`src/rtl/mult_share_arbiter.sv`:
```
// Shares one signed WIDTH x WIDTH multiplier among NUM_REQ valid/ready requesters, one op in flight.
// Define MULT_ARB_FIXED_PRIO_EN for lowest-index-wins arbitration; default build is round-robin.
//
//   state | meaning
//   IDLE  | arbitrating, req_ready driven combinationally from req_valid
//   WAIT  | operands held on mul_a/mul_b, counting down the multiplier latency
//   RESP  | one-cycle rsp_valid strobe to the owner, rsp_p holds the product
module mult_share_arbiter #(
    parameter int NUM_REQ = 4,
    parameter int WIDTH   = 32,
    parameter int MUL_LAT = 2
) (
    input  logic                       clk,
    input  logic                       rst,
    input  logic [NUM_REQ-1:0]         req_valid,
    input  logic [NUM_REQ*WIDTH-1:0]   req_a,
    input  logic [NUM_REQ*WIDTH-1:0]   req_b,
    output logic [NUM_REQ-1:0]         req_ready,
    output logic [WIDTH-1:0]           mul_a,
    output logic [WIDTH-1:0]           mul_b,
    input  logic [2*WIDTH-1:0]         mul_p,
    output logic [NUM_REQ-1:0]         rsp_valid,
    output logic [2*WIDTH-1:0]         rsp_p,
    output logic                       busy
);

    localparam int PW = $clog2(NUM_REQ);
    localparam int CW = $clog2(MUL_LAT + 1);

    typedef enum logic [1:0] {
        IDLE = 2'd0,
        WAIT = 2'd1,
        RESP = 2'd2
    } state_t;

    state_t          state;
    logic [PW-1:0]   owner;
    logic [PW-1:0]   winner;
    logic [CW-1:0]   cnt;
    logic            found;
    logic [WIDTH-1:0] sel_a;
    logic [WIDTH-1:0] sel_b;
`ifndef MULT_ARB_FIXED_PRIO_EN
    logic [PW-1:0]   rr_ptr;
`endif

    // Round-robin: first pass takes indices above rr_ptr, second pass wraps to the bottom.
    always_comb begin
        found  = 1'b0;
        winner = '0;
`ifndef MULT_ARB_FIXED_PRIO_EN
        for (int i = 0; i < NUM_REQ; i++) begin
            if (!found && req_valid[i] && (PW'(i) > rr_ptr)) begin
                found  = 1'b1;
                winner = PW'(i);
            end
        end
`endif
        for (int i = 0; i < NUM_REQ; i++) begin
            if (!found && req_valid[i]) begin
                found  = 1'b1;
                winner = PW'(i);
            end
        end
    end

    always_comb begin
        sel_a = '0;
        sel_b = '0;
        for (int i = 0; i < NUM_REQ; i++) begin
            if (winner == PW'(i)) begin
                sel_a = req_a[i*WIDTH +: WIDTH];
                sel_b = req_b[i*WIDTH +: WIDTH];
            end
        end
    end

    // Gated by rst so no grant is ever shown while the block is held in reset.
    always_comb begin
        req_ready = '0;
        if (rst && (state == IDLE) && found) begin
            req_ready = NUM_REQ'(1) << winner;
        end
    end

    assign busy = (state == WAIT) || (state == RESP);

    always_ff @(posedge clk or negedge rst) begin
        if (!rst) begin
            state     <= IDLE;
            owner     <= '0;
            cnt       <= '0;
            mul_a     <= '0;
            mul_b     <= '0;
            rsp_valid <= '0;
            rsp_p     <= '0;
`ifndef MULT_ARB_FIXED_PRIO_EN
            rr_ptr    <= PW'(NUM_REQ - 1);
`endif
        end else begin
            case (state)
                IDLE: begin
                    if (found) begin
                        mul_a  <= sel_a;
                        mul_b  <= sel_b;
                        owner  <= winner;
                        cnt    <= CW'(MUL_LAT);
`ifndef MULT_ARB_FIXED_PRIO_EN
                        rr_ptr <= winner;
`endif
                        state  <= WAIT;
                    end
                end
                WAIT: begin
                    cnt <= cnt - CW'(1);
                    if (cnt == CW'(1)) begin
                        rsp_p     <= mul_p;
                        rsp_valid <= NUM_REQ'(1) << owner;
                        state     <= RESP;
                    end
                end
                RESP: begin
                    rsp_valid <= '0;
                    state     <= IDLE;
                end
                default: begin
                    rsp_valid <= '0;
                    state     <= IDLE;
                end
            endcase
        end
    end

endmodule

```
`config.mk`:
```
export PLATFORM = sky130hd
export DESIGN_NAME = mult_share_arbiter
export DESIGN_NICKNAME = d
export VERILOG_FILES = /design/src/rtl/mult_share_arbiter.sv
export SDC_FILE = /design/constraint.sdc
export NUM_CORES = 1
export LEC_CHECK = 0
export BUFFER_PORTS_ARGS = -buffer_cell sky130_fd_sc_hd__buf_2
export CAP_MARGIN = 30
export CORE_AREA = 5 5 178 180
export DETAILED_ROUTE_END_ITERATION = 10
export DIE_AREA = 0 0 183 185
export PLACE_DENSITY = 0.62
export SYNTH_ARGS = -nofsm -noshare
export SYNTH_HDL_FRONTEND = slang
export SYNTH_SLANG_ARGS = --single-unit
```
`constraint.sdc`:
```
create_clock -name clk -period 6.1 [get_ports clk]
set_clock_uncertainty 0.05 [all_clocks]
set_input_delay 0.915 -clock clk [delete_from_list [all_inputs] [get_ports clk]]
set_output_delay 0.915 -clock clk [all_outputs]
set_load 0.05 [all_outputs]
```
* After elaboration in Yosys (flattened, before gate mapping)
Index checks and enable logic that the tools add are counted.
** Operators by class
- Add/sub/neg operators :: 1
- Multiply operators :: 0
- Divide/modulo/power cells :: 0
- Magnitude comparators :: 4
- Eq/ne operators :: 8
- Shifts and indexed selects :: 2
- Multiplexer cells :: 31
- Bitwise gates (word level) :: 1
- Reduce and logical (&&, ||, !) cells :: 29
** Operator list (count)
- $mux W32 :: 8
- $mux W2 :: 9
- $logic_and A1 B1 Y1 :: 13
- $reduce_and A2 Y1 :: 5
- $mux W1 :: 9
- $mux W4 :: 2
- $pmux W2 S2 :: 2
- $pmux W4 S2 :: 1
- $shl A1 B2 Y4 const A :: 2
- $logic_not A1 Y1 :: 7
- $eq A2 B1 Y1 const B :: 3
- $eq A2 B2 Y1 const B :: 3
- $gt A1 B2 Y1 const A :: 2
- $gt A2 B2 Y1 const A :: 2
- $logic_not A2 Y1 :: 2
- $ne A2 B1 Y1 const B :: 1
- $ne A2 B2 Y1 const B :: 1
- $reduce_bool A2 Y1 :: 1
- $sub A2 B1 Y2 const B :: 1
- $logic_or A1 B1 Y1 :: 1
- $not A1 Y1 :: 1
** Storage, ports and cells
- Bits in registers :: 140
- Bits in latches :: 0
- Memory bits (writable) :: 0
- Memory bits (read-only) :: 0
- Input bits :: 326
- Output and inout bits :: 137
- Word-level logic and storage cells :: 84
- Memories kept :: 0

* Longest topological paths before layout
Gate-level depths: netlist (run 1).
- Depth in word-level cells :: 32
- Mapped depth :: 9
- Mapped depth without buffers :: 6

* Least setup slack after synthesis (run 1)
No wires, ideal clock.
- Kind :: input-to-output
- Start :: input req_valid[3]
- End :: output req_ready[1]
- Arrival :: 2.720 ns
- Path slack :: 2.415 ns
- Stages :: 7
- Path buffers :: 3
- Cell sequence :: buf_2 > or3_1 > o221a_2 > nor2b_1 > buf_2 > buf_2 > nor2b_1
** On the way
- Word-level cells in the longest chain between the ends :: 17
- Elaborated cells on any way between the ends :: 23
- Classes of those cells :: shift: 1; mux: 11; reduce/logical: 11
** RTL lines
- start, declared :: RTL line 15 : input logic [NUM_REQ-1:0] req_valid,
- $logic_and A1 B1 Y1 (2 in series) :: RTL line 53 : if (!found && req_valid[i] && (PW'(i) > rr_ptr)) begin
- $mux W1 :: RTL line 53
- $logic_not A1 Y1 :: RTL line 60 : if (!found && req_valid[i]) begin
- $logic_and A1 B1 Y1 :: RTL line 60
- $mux W1 :: RTL line 60
- $logic_not A1 Y1 :: RTL line 60
- $logic_and A1 B1 Y1 :: RTL line 60
- $mux W1 :: RTL line 60
- $logic_not A1 Y1 :: RTL line 60
- $logic_and A1 B1 Y1 :: RTL line 60
- $mux W1 :: RTL line 60
- $logic_not A1 Y1 :: RTL line 60
- $logic_and A1 B1 Y1 :: RTL line 60
- $mux W2 or $mux W1 (tied branches) :: RTL line 60
- $shl A1 B2 Y4 or $logic_and A1 B1 Y1 (tied branches) :: RTL line 82, 81
- $mux W4 * :: RTL line 81 : if (rst && (state == IDLE) && found) begin
- end, declared :: RTL line 18 : output logic [NUM_REQ-1:0] req_ready,
Every way passes the cells marked *; elsewhere a longest branch is shown, timed or not.

* Final worst setup path (run 1)
- Start :: input req_valid[1]
- End :: output req_ready[2]
** On the way
- Word-level cells in the longest chain between the ends :: 25
- Elaborated cells on any way between the ends :: 33
- Classes of those cells :: shift: 1; mux: 15; reduce/logical: 17
** RTL lines (RTL line)
- $logic_and A1 B1 Y1 (2 in series) :: 53
- $mux W1 :: 53
- $logic_not A1 Y1 :: 53
- $logic_and A1 B1 Y1 (2 in series) :: 53
- $mux W1 :: 53
- $logic_not A1 Y1 :: 53
- $logic_and A1 B1 Y1 (2 in series) :: 53
- $mux W1 :: 53
- [6 not listed]
- $logic_not A1 Y1 :: 60
- $logic_and A1 B1 Y1 :: 60
- $mux W1 :: 60
- $logic_not A1 Y1 :: 60
- $logic_and A1 B1 Y1 :: 60
- $mux W2 or $mux W1 (tied branches) :: 60
- $shl A1 B2 Y4 or $logic_and A1 B1 Y1 (tied branches) :: 82, 81
- $mux W4 * :: 81
Marks and branches as above.

==> impl_metrics.ini, run 1 <==
[global_routing]
grt_max_degree = 72
met2_usage = 0.276
use_met3 = 0.0395
grt_use_total = 0.160
grt_antenna_before_repair = 0
grt-busiest-layer = met2
grt_pass1_vias = 7312
grt_use_met1 = 0.193
grt_pass1_wl_um = 42000
grt-ovfl-total = 0

[critical_path]
r2r_slack_ns = 3.11
reg2reg_from = rr_ptr[1]
r2r_cells = 5
path_max_fanout = 19
critPathCaptureType = output port
r2r_end = mul_b[2]
startpoint_type = input pin
crit_type = input pin to output port
cp_data_arrival_time_ns = 3.13
critPathRequiredTime_ns = 5.13

[synthesis]
yosys.area.top_type_share = 0.491
synth_seq_area_share = 0.498
ys_warn_count = 0
ys.flop_type = dfrtp_1
synth_seq_cells = 140
synth_edf_count = 0
netlist_area_um2 = 7040
synth_cell_types = 48
synthArstFlopShare = 1.00
synth_top_area_cell = dfrtp_1
synth_nets = 979
synth_cells = 650
post_synth.cell_area_avg_um2 = 10.8
synth_area_leaders = dfrtp_1, mux2_2, o221ai_1, a221oi_1, a21oi_1

[finish]
layout_common_cells = buf_2, dfrtp_1, nor2_1
drive_gt1_frac = 0.551
antenna_cells = 0
layout_commonest_cell = buf_2
fill_cells = 3107
layout.nets = 1402
syn_to_final_growth_pct = 45.1

[worst_hold_path]
min_path_type = input pin to asynchronous set/reset pin

[cts]
hold_buffers = 0
cts_setup_buffers = 0
htreeDepth = 4
clock_latency_ns = 0.43
cts_buffers = 17
cts.sinks = 140
post_cts_resized = 0
cts-root-buf = clkbuf_16
clk_path_buf_depth = 2
clkTransAtPathRegs_ns = 0.06
cts_tree = built

[status]
status = complete, no violations

[floorplanning]
coreArea_um2 = 30000
start_util = 0.234
die_w_um = 183
num_rows = 64
die_area_um2 = 33900
fp.dieH_um = 185
pin_count = 463

[detailed_routing]
routedWlPerCell_um = 19.6
drt_wl_total_um = 29100
ant_nets = 0
drt_iter0_markers = 401
dr.pass1.iters = 6
via_count = 7274
drc = 0
via_per_inst = 4.91

[timing]
fin_crit_sh = 0.671
setup_viol = 0
rsz0062_at_grt = false
finalSetupTns_ns = 0
slew_viol_final = 0
period_needed_ns = 4.09
whs_ns = 0.445
tightest_slew_ns = 1.01
timing.fmax_mhz = 244
relSlewSlack = 0.320
hold_viol = 0

[placed_design]
portBuffers = 462
gp_congestion = 0.920
dp_hpwl_um = 21800

[run]
maxCapViolCount = 0

[pwr]
max-vdd-ir-drop_uv = 344
leakage_uw = 0.00477
power-per-cell-area_nw_per_um2 = 672
-- cell type report --
class,count,area [um^2],share of cell area
Timing Repair Buffer,470,2390,0.234
Multi-Input combinational cell,439,3170,0.311
Sequential cell,140,3510,0.343
Clock inverter,14,183,0.0179
Clock buffer,18,439,0.0430
Tap cell,396,495,0.0485
Inverter,5,18.8,0.00184
-- metal layers --
layer,vias up,routed length [um]
met1,3569,11500
met2,342,14800
met5,-,0
met3,39,2120
li1,3324,-
met4,0,707
-- worst max-delay path, stage by stage --
cell,delay (ns)
buf_2,0.21
o21ai_0,0.83
nand4_1,0.64
nor2_1,0.23
buf_2,0.29
-- flip-flops by register name, summed over array words and instances, names as in the netlist --
signal     count
rsp_p         64
mul_a         32
mul_b         32
rsp_valid      4
cnt            2
owner          2
rr_ptr         2
state          2
-- through the flow --
stage	instance area (um^2)	power (uW)	util	cells	worst slack [ns]
after floorplan	7040	4720	-	650	2.42
after global placement	9570	5720	0.319	1449	2.27
after detailed placement	9590	5790	0.319	1450	2.08
after CTS	10200	6950	0.340	1482	2.07
after global routing	10200	7250	0.340	1482	1.67
final	10200	6860	0.340	1482	2.01
-- worst max-delay path by stage --
stage | startpoint | end | slack [ns]
floorplan | req_valid[3] | req_ready[1] | 2.42
global placement | req_valid[1] | req_ready[2] | 2.27
detailed placement | req_valid[1] | req_ready[2] | 2.08
CTS | req_valid[1] | req_ready[2] | 2.07
global route | req_valid[1] | req_ready[2] | 1.67
finish | req_valid[1] | req_ready[2] | 2.01
-- synth_stat cells (5+ instances only) --
master       n
and4_1      11
a21oi_1     57
o221ai_1    53
nor2b_1      6
buf_2       28
a221oi_2     7
dfrtp_1    138
inv_1        5
nand2_1     34
o21ai_0     18
a221oi_1    46
mux2_2      64
buf_6        8
a31oi_1     12
o2bb2ai_1   11
nor2_1      76
clkbuf_1    26
nor2_2       9
-- kinds of logic (layout without fill, tap and decap cells) --
logic type	after synthesis	after routing	synth area share
buf+inv	71	507	0.0535
xor+xnor	1	1	0.00124
mux	64	64	0.102
flops	140	140	0.498
simple gates	152	152	0.102
compound gates	219	219	0.237
fa+ha+maj	3	3	0.00533
-- power breakdown --
part | internal [uW] | total (uW) | switching, uW
clock network | 665 | 1120 | 454
logic | 1100 | 4050 | 2940
registers | 1420 | 1690 | 276
total | 3190 | 6860 | 3670
Note: power is estimated with default switching activity, not from simulation.
==> run 2: changes to the inputs <==
- CORE_AREA: 5 5 178 180 -> 5 5 177 179
- DIE_AREA: 0 0 183 185 -> 0 0 182 184
- PLACE_DENSITY: 0.62 -> 0.64
- clock period: 6.1 -> 3.7 ns (I/O delays scaled with it)
==> run 2 against run 1 <==
Count of clock-buffer cells in the layout shrank 1. Wire length grew 2.2%. Core utilization grew 1.1 points. Critical endpoint is now req_ready[3]. Critical path depth is the same. Via count grew 0.49%. Flip-flop and latch count is the same. Final cell count grew 0.27%. Worst hold slack lost 0.14 ns.
==> impl_metrics.ini, run 2 (synthesized netlist as in run 1, its figures left out) <==
[finish]
drive_gt1_frac = 0.554
regMostFlops = rsp_p
largest_reg_flops = 64
register_area_um2 = 3510
layout.nets = 1412
antenna_cells = 0
reg_top3 = rsp_p x64, mul_a x32, mul_b x32
syn_to_final_growth_pct = 46.5
layout_common_cells = buf_2, dfrtp_1, nor2_1
fill_cells = 2993
layout_commonest_cell = buf_2
multi_input_area_um2 = 3180

[status]
status = complete, no violations

[detailed_routing]
drt_wl_total_um = 29700
routedWlPerCell_um = 20.0
via_count = 7310
drt_iter0_markers = 453
dr_wl_met3_um = 2220
via_per_inst = 4.92
ant_nets = 0
highest_layer = met5
wl_met1_um = 11400
routed-wl-met2_um = 15400
drc = 0
dr.pass1.iters = 5

[cts]
clkTransAtPathRegs_ns = 0.08
cts.sinks = 140
cts_setup_buffers = 0
clock_latency_ns = 0.42
clk_path_buf_depth = 2
cts_tree = built
cts-root-buf = clkbuf_16
htreeDepth = 4
cts_buffers = 17

[global_routing]
grt_pass1_wl_um = 44000
grt_pass1_vias = 7610
grt_antenna_before_repair = 1
grt_max_degree = 73
grt-ovfl-total = 0
grt_use_total = 0.167

[critical_path]
reg2reg_from = rr_ptr[0]
path_max_fanout = 21
critPathCaptureType = output port
crit_type = flip-flop to output port
cp_data_arrival_time_ns = 2.53
cp-startpoint = rr_ptr[0]
critPathRequiredTime_ns = 3.09
startpoint_type = flip-flop

[timing]
whs_ns = 0.308
relSlewSlack = 0.413
hold_viol = 0
finalSetupTns_ns = 0
timing.fmax_mhz = 319
period_needed_ns = 3.14
setup_viol = 0
tightest_slew_ns = 0.880
fin_crit_sh = 0.848
rsz0062_at_grt = false
slew_viol_final = 0

[pwr]
leakage_uw = 0.00483
max-vdd-ir-drop_uv = 455
power-per-cell-area_nw_per_um2 = 1100

[floorplanning]
num_rows = 63
die_w_um = 182
pin_count = 463
start_util = 0.239
die_area_um2 = 33500
fp.dieH_um = 184
coreArea_um2 = 29400

[run]
maxCapViolCount = 0

[worst_hold_path]
min-delay-start = mul_p[47]
min_path_type = input pin to flip-flop

[placed_design]
portBuffers = 462
gp_congestion = 0.948
dp_hpwl_um = 22300
-- run 2: cell types whose count changed in the layout (fill, tap and decap cells not counted), moves of 2 or more --
cell,before,now
buf_4,7,14
clkinv_4,3,1
inv_8,2,6
clkinv_8,0,3
clkinv_2,2,0
bufinv_16,3,1
-- run 2: final cells by class --
class / count / area share
clock inverter: 15 / 0.0184
timing repair buffer: 480 / 0.243
tap: 390 / 0.0473
sequential: 140 / 0.340
multi-input combinational: 439 / 0.308
inverter: 5 / 0.00182
clock buffer: 17 / 0.0413
-- run 2: power by group --
part	internal [uW]	switching, uW
combinational	1870	4870
clock	983	839
sequential	2340	441
-- run 2: final timing paths --
check                               end  slack [ns]  cells after the start
setup / recovery           req_ready[3]        0.56                      5
hold / removal                rsp_p[47]        0.31                      2
setup reg to reg              mul_a[31]        1.11                      6
hold reg to reg            rsp_valid[2]        0.44                      2
max in group asynchronous     mul_a[31]        2.09                      3
min in group asynchronous     rsp_p[15]        0.50                      2
-- run 2: metal layers --
| layer | vias up | track usage |
|---|---|---|
| met5 | - | 0 |
| met1 | 3572 | 0.195 |
| met2 | 344 | 0.298 |
| met4 | 2 | 0.0612 |
| li1 | 3343 | - |
| met3 | 49 | 0.0374 |
-- run 2: repair_timing --
action	in CTS	in global routing
endpoints found under the hold margin	12	0
resized for setup	0	0
hold buffers	1	0
-- run 2: through the flow --
stage | cells | power (uW) | util | area (um^2) | worst slack [ns]
floorplan | 650 | 7780 | - | 7040 | 0.735
global route | 1486 | 12000 | 0.351 | 10300 | 0.447
detailed placement | 1452 | 9590 | 0.328 | 9660 | 0.769
CTS | 1485 | 11500 | 0.350 | 10300 | 0.517
finish | 1486 | 11300 | 0.351 | 10300 | 0.561
global placement | 1452 | 9470 | 0.328 | 9660 | 0.779
-- run 2: worst max-delay path: stages, from the launching register on --
cell and delay, ns:
dfstp_2 0.61, and2b_4 0.23, nor2_2 0.17, o311a_2 0.61
nor2b_1 0.21, buf_2 0.27
==> run 3: changes to the inputs <==
- clock period: 3.7 -> 2.6 ns (I/O delays scaled with it)
==> run 3 against run 2 <==
Via count rose by 0.47%. Clock power increased by 38%. Final cell count rose by 0.81%. Total power up 44%. Setup slack worse by 0.46 ns. Largest cell class unchanged.
==> impl_metrics.ini, run 3 (synthesized netlist as in run 1, its figures left out) <==
[status]
status = complete, no violations

[finish]
fill_cells = 3011
fin_util = 0.355
regMostFlops = rsp_p
layout.nets = 1423
layout_common_cells = buf_2, dfrtp_1, nor2_1
layout_commonest_cell = buf_2
drive_gt1_frac = 0.561
instances_no_fill = 1498
final_area_um2 = 10400
reg_top3 = rsp_p x64, mul_a x32, mul_b x32
syn_to_final_growth_pct = 48.5
largest_reg_flops = 64

[run]
maxCapViolCount = 0

[floorplanning]
fp.dieH_um = 184
pin_count = 463
coreArea_um2 = 29400
die_area_um2 = 33500
num_rows = 63
die_w_um = 182
start_util = 0.239

[pwr]
max-vdd-ir-drop_uv = 742
power.switching_uw = 8660
p_int_uw = 7600
clkPwrFrac = 0.155
power-per-cell-area_nw_per_um2 = 1560
p_sw_frac = 0.532
leakage_uw = 0.00489
seqPwrFrac = 0.242
p_comb_frac = 0.603

[cts]
cts_buffers = 17
cts_tree = built
htreeDepth = 4
cts-root-buf = clkbuf_16
clkTransAtPathRegs_ns = 0.06
clock_latency_ns = 0.42
clk_path_buf_depth = 2
cts.sinks = 140

[detailed_routing]
dr.pass1.iters = 5
drt_iter0_markers = 410
via_count = 7344
drt_wl_total_um = 29300
routedWlPerCell_um = 19.6
via_per_inst = 4.90
drc = 0
ant_nets = 0

[global_routing]
grt_antenna_before_repair = 2
grt-ovfl-total = 0
grt_max_degree = 86
grt_use_total = 0.166
grt_pass1_wl_um = 43700
grt_pass1_vias = 7405

[timing]
period_needed_ns = 2.50
hold_viol = 0
setup_viol = 0
timing.fmax_mhz = 400
tightest_slew_ns = 0.928
finalSetupTns_ns = 0
slew_viol_final = 0
fin_crit_sh = 0.962
relSlewSlack = 0.379
rsz0062_at_grt = false

[placed_design]
dp.cells = 1461
place_area_um2 = 9800
portBuffers = 462
gp_congestion = 0.934
dp_hpwl_um = 22500

[critical_path]
critPathCaptureType = output port
cp_data_arrival_time_ns = 2.06
crit_type = flip-flop to output port
startpoint_type = flip-flop
critPathRequiredTime_ns = 2.16
path_max_fanout = 12

[worst_hold_path]
min_path_type = input pin to flip-flop
run 3: cell count changes in the layout (fill, tap and decap cells not counted), moves of 3 or more:
cell and delta:
buf_4 +7, buf_12 +6, inv_8 -4, buf_2 -3, clkinv_8 -3
run 3: path summary, 6_finish.rpt:
check	start	slack, ns	cells after the start	end
max	rr_ptr[0]	0.1	5	req_ready[1]
min	mul_p[2]	0.15	2	rsp_p[2]
max reg2reg	rr_ptr[1]	0.23	4	mul_a[16]
min reg2reg	rsp_valid[0]	0.43	2	rsp_valid[0]
max in group asynchronous	rst	1.33	3	mul_a[28]
min in group asynchronous	rst	0.31	2	mul_a[6]
run 3: routing by layer:
layer	part of all wire	vias up	track usage	wire length (um)
met3	0.070	52	0.0378	2040
met2	0.50	324	0.284	14700
met4	0.026	4	0.0591	758
met5	0.0011	-	0	31
li1	-	3369	-	-
met1	0.40	3595	0.205	11800
run 3: through the flow:
step                hold WS [ns]  worst slack (ns)  total power (uW)
floorplan                 0.0444             0.171             11100
global placement           0.183             0.350             13600
detailed placement         0.190             0.238             13800
CTS                        0.118           0.00533             16400
global route               0.124           0.00375             17200
finish                     0.152            0.0975             16300
run 3: final cells by class:
cell class              instances  area [um^2]  area share
clock buffers                  18          429      0.0411
repair buffers                491         2650       0.254
inverters                       5         18.8     0.00180
clock inverters                14          160      0.0153
diodes                          1         2.50    0.000240
well taps                     390          488      0.0467
flip-flops and latches        140         3510       0.336
multi-input cells             439         3190       0.306
run 3: repair_timing:
action	in CTS	in global routing
hold endpoints to repair	9	0
gates resized for setup	3	3
setup endpoints to repair	2	4
hold buffers	1	0
buffers inserted	0	3
run 3: power groups by stage:
stage | clock network, uW | logic [uW] | registers, uW
after floorplan | 0 | 3540 | 7540
after global placement | 0 | 9740 | 3910
after detailed placement | 0 | 9820 | 3960
after CTS | 2620 | 9850 | 3940
after global routing | 2700 | 10400 | 4070
final | 2520 | 9810 | 3930
run 3: worst max-delay path, cell delays in order (launching register included):
cell and delay, ns:
dfstp_2 0.57, and2b_1 0.22, o221a_4 0.32, nor2b_4 0.19
nor2b_2 0.18, buf_6 0.17
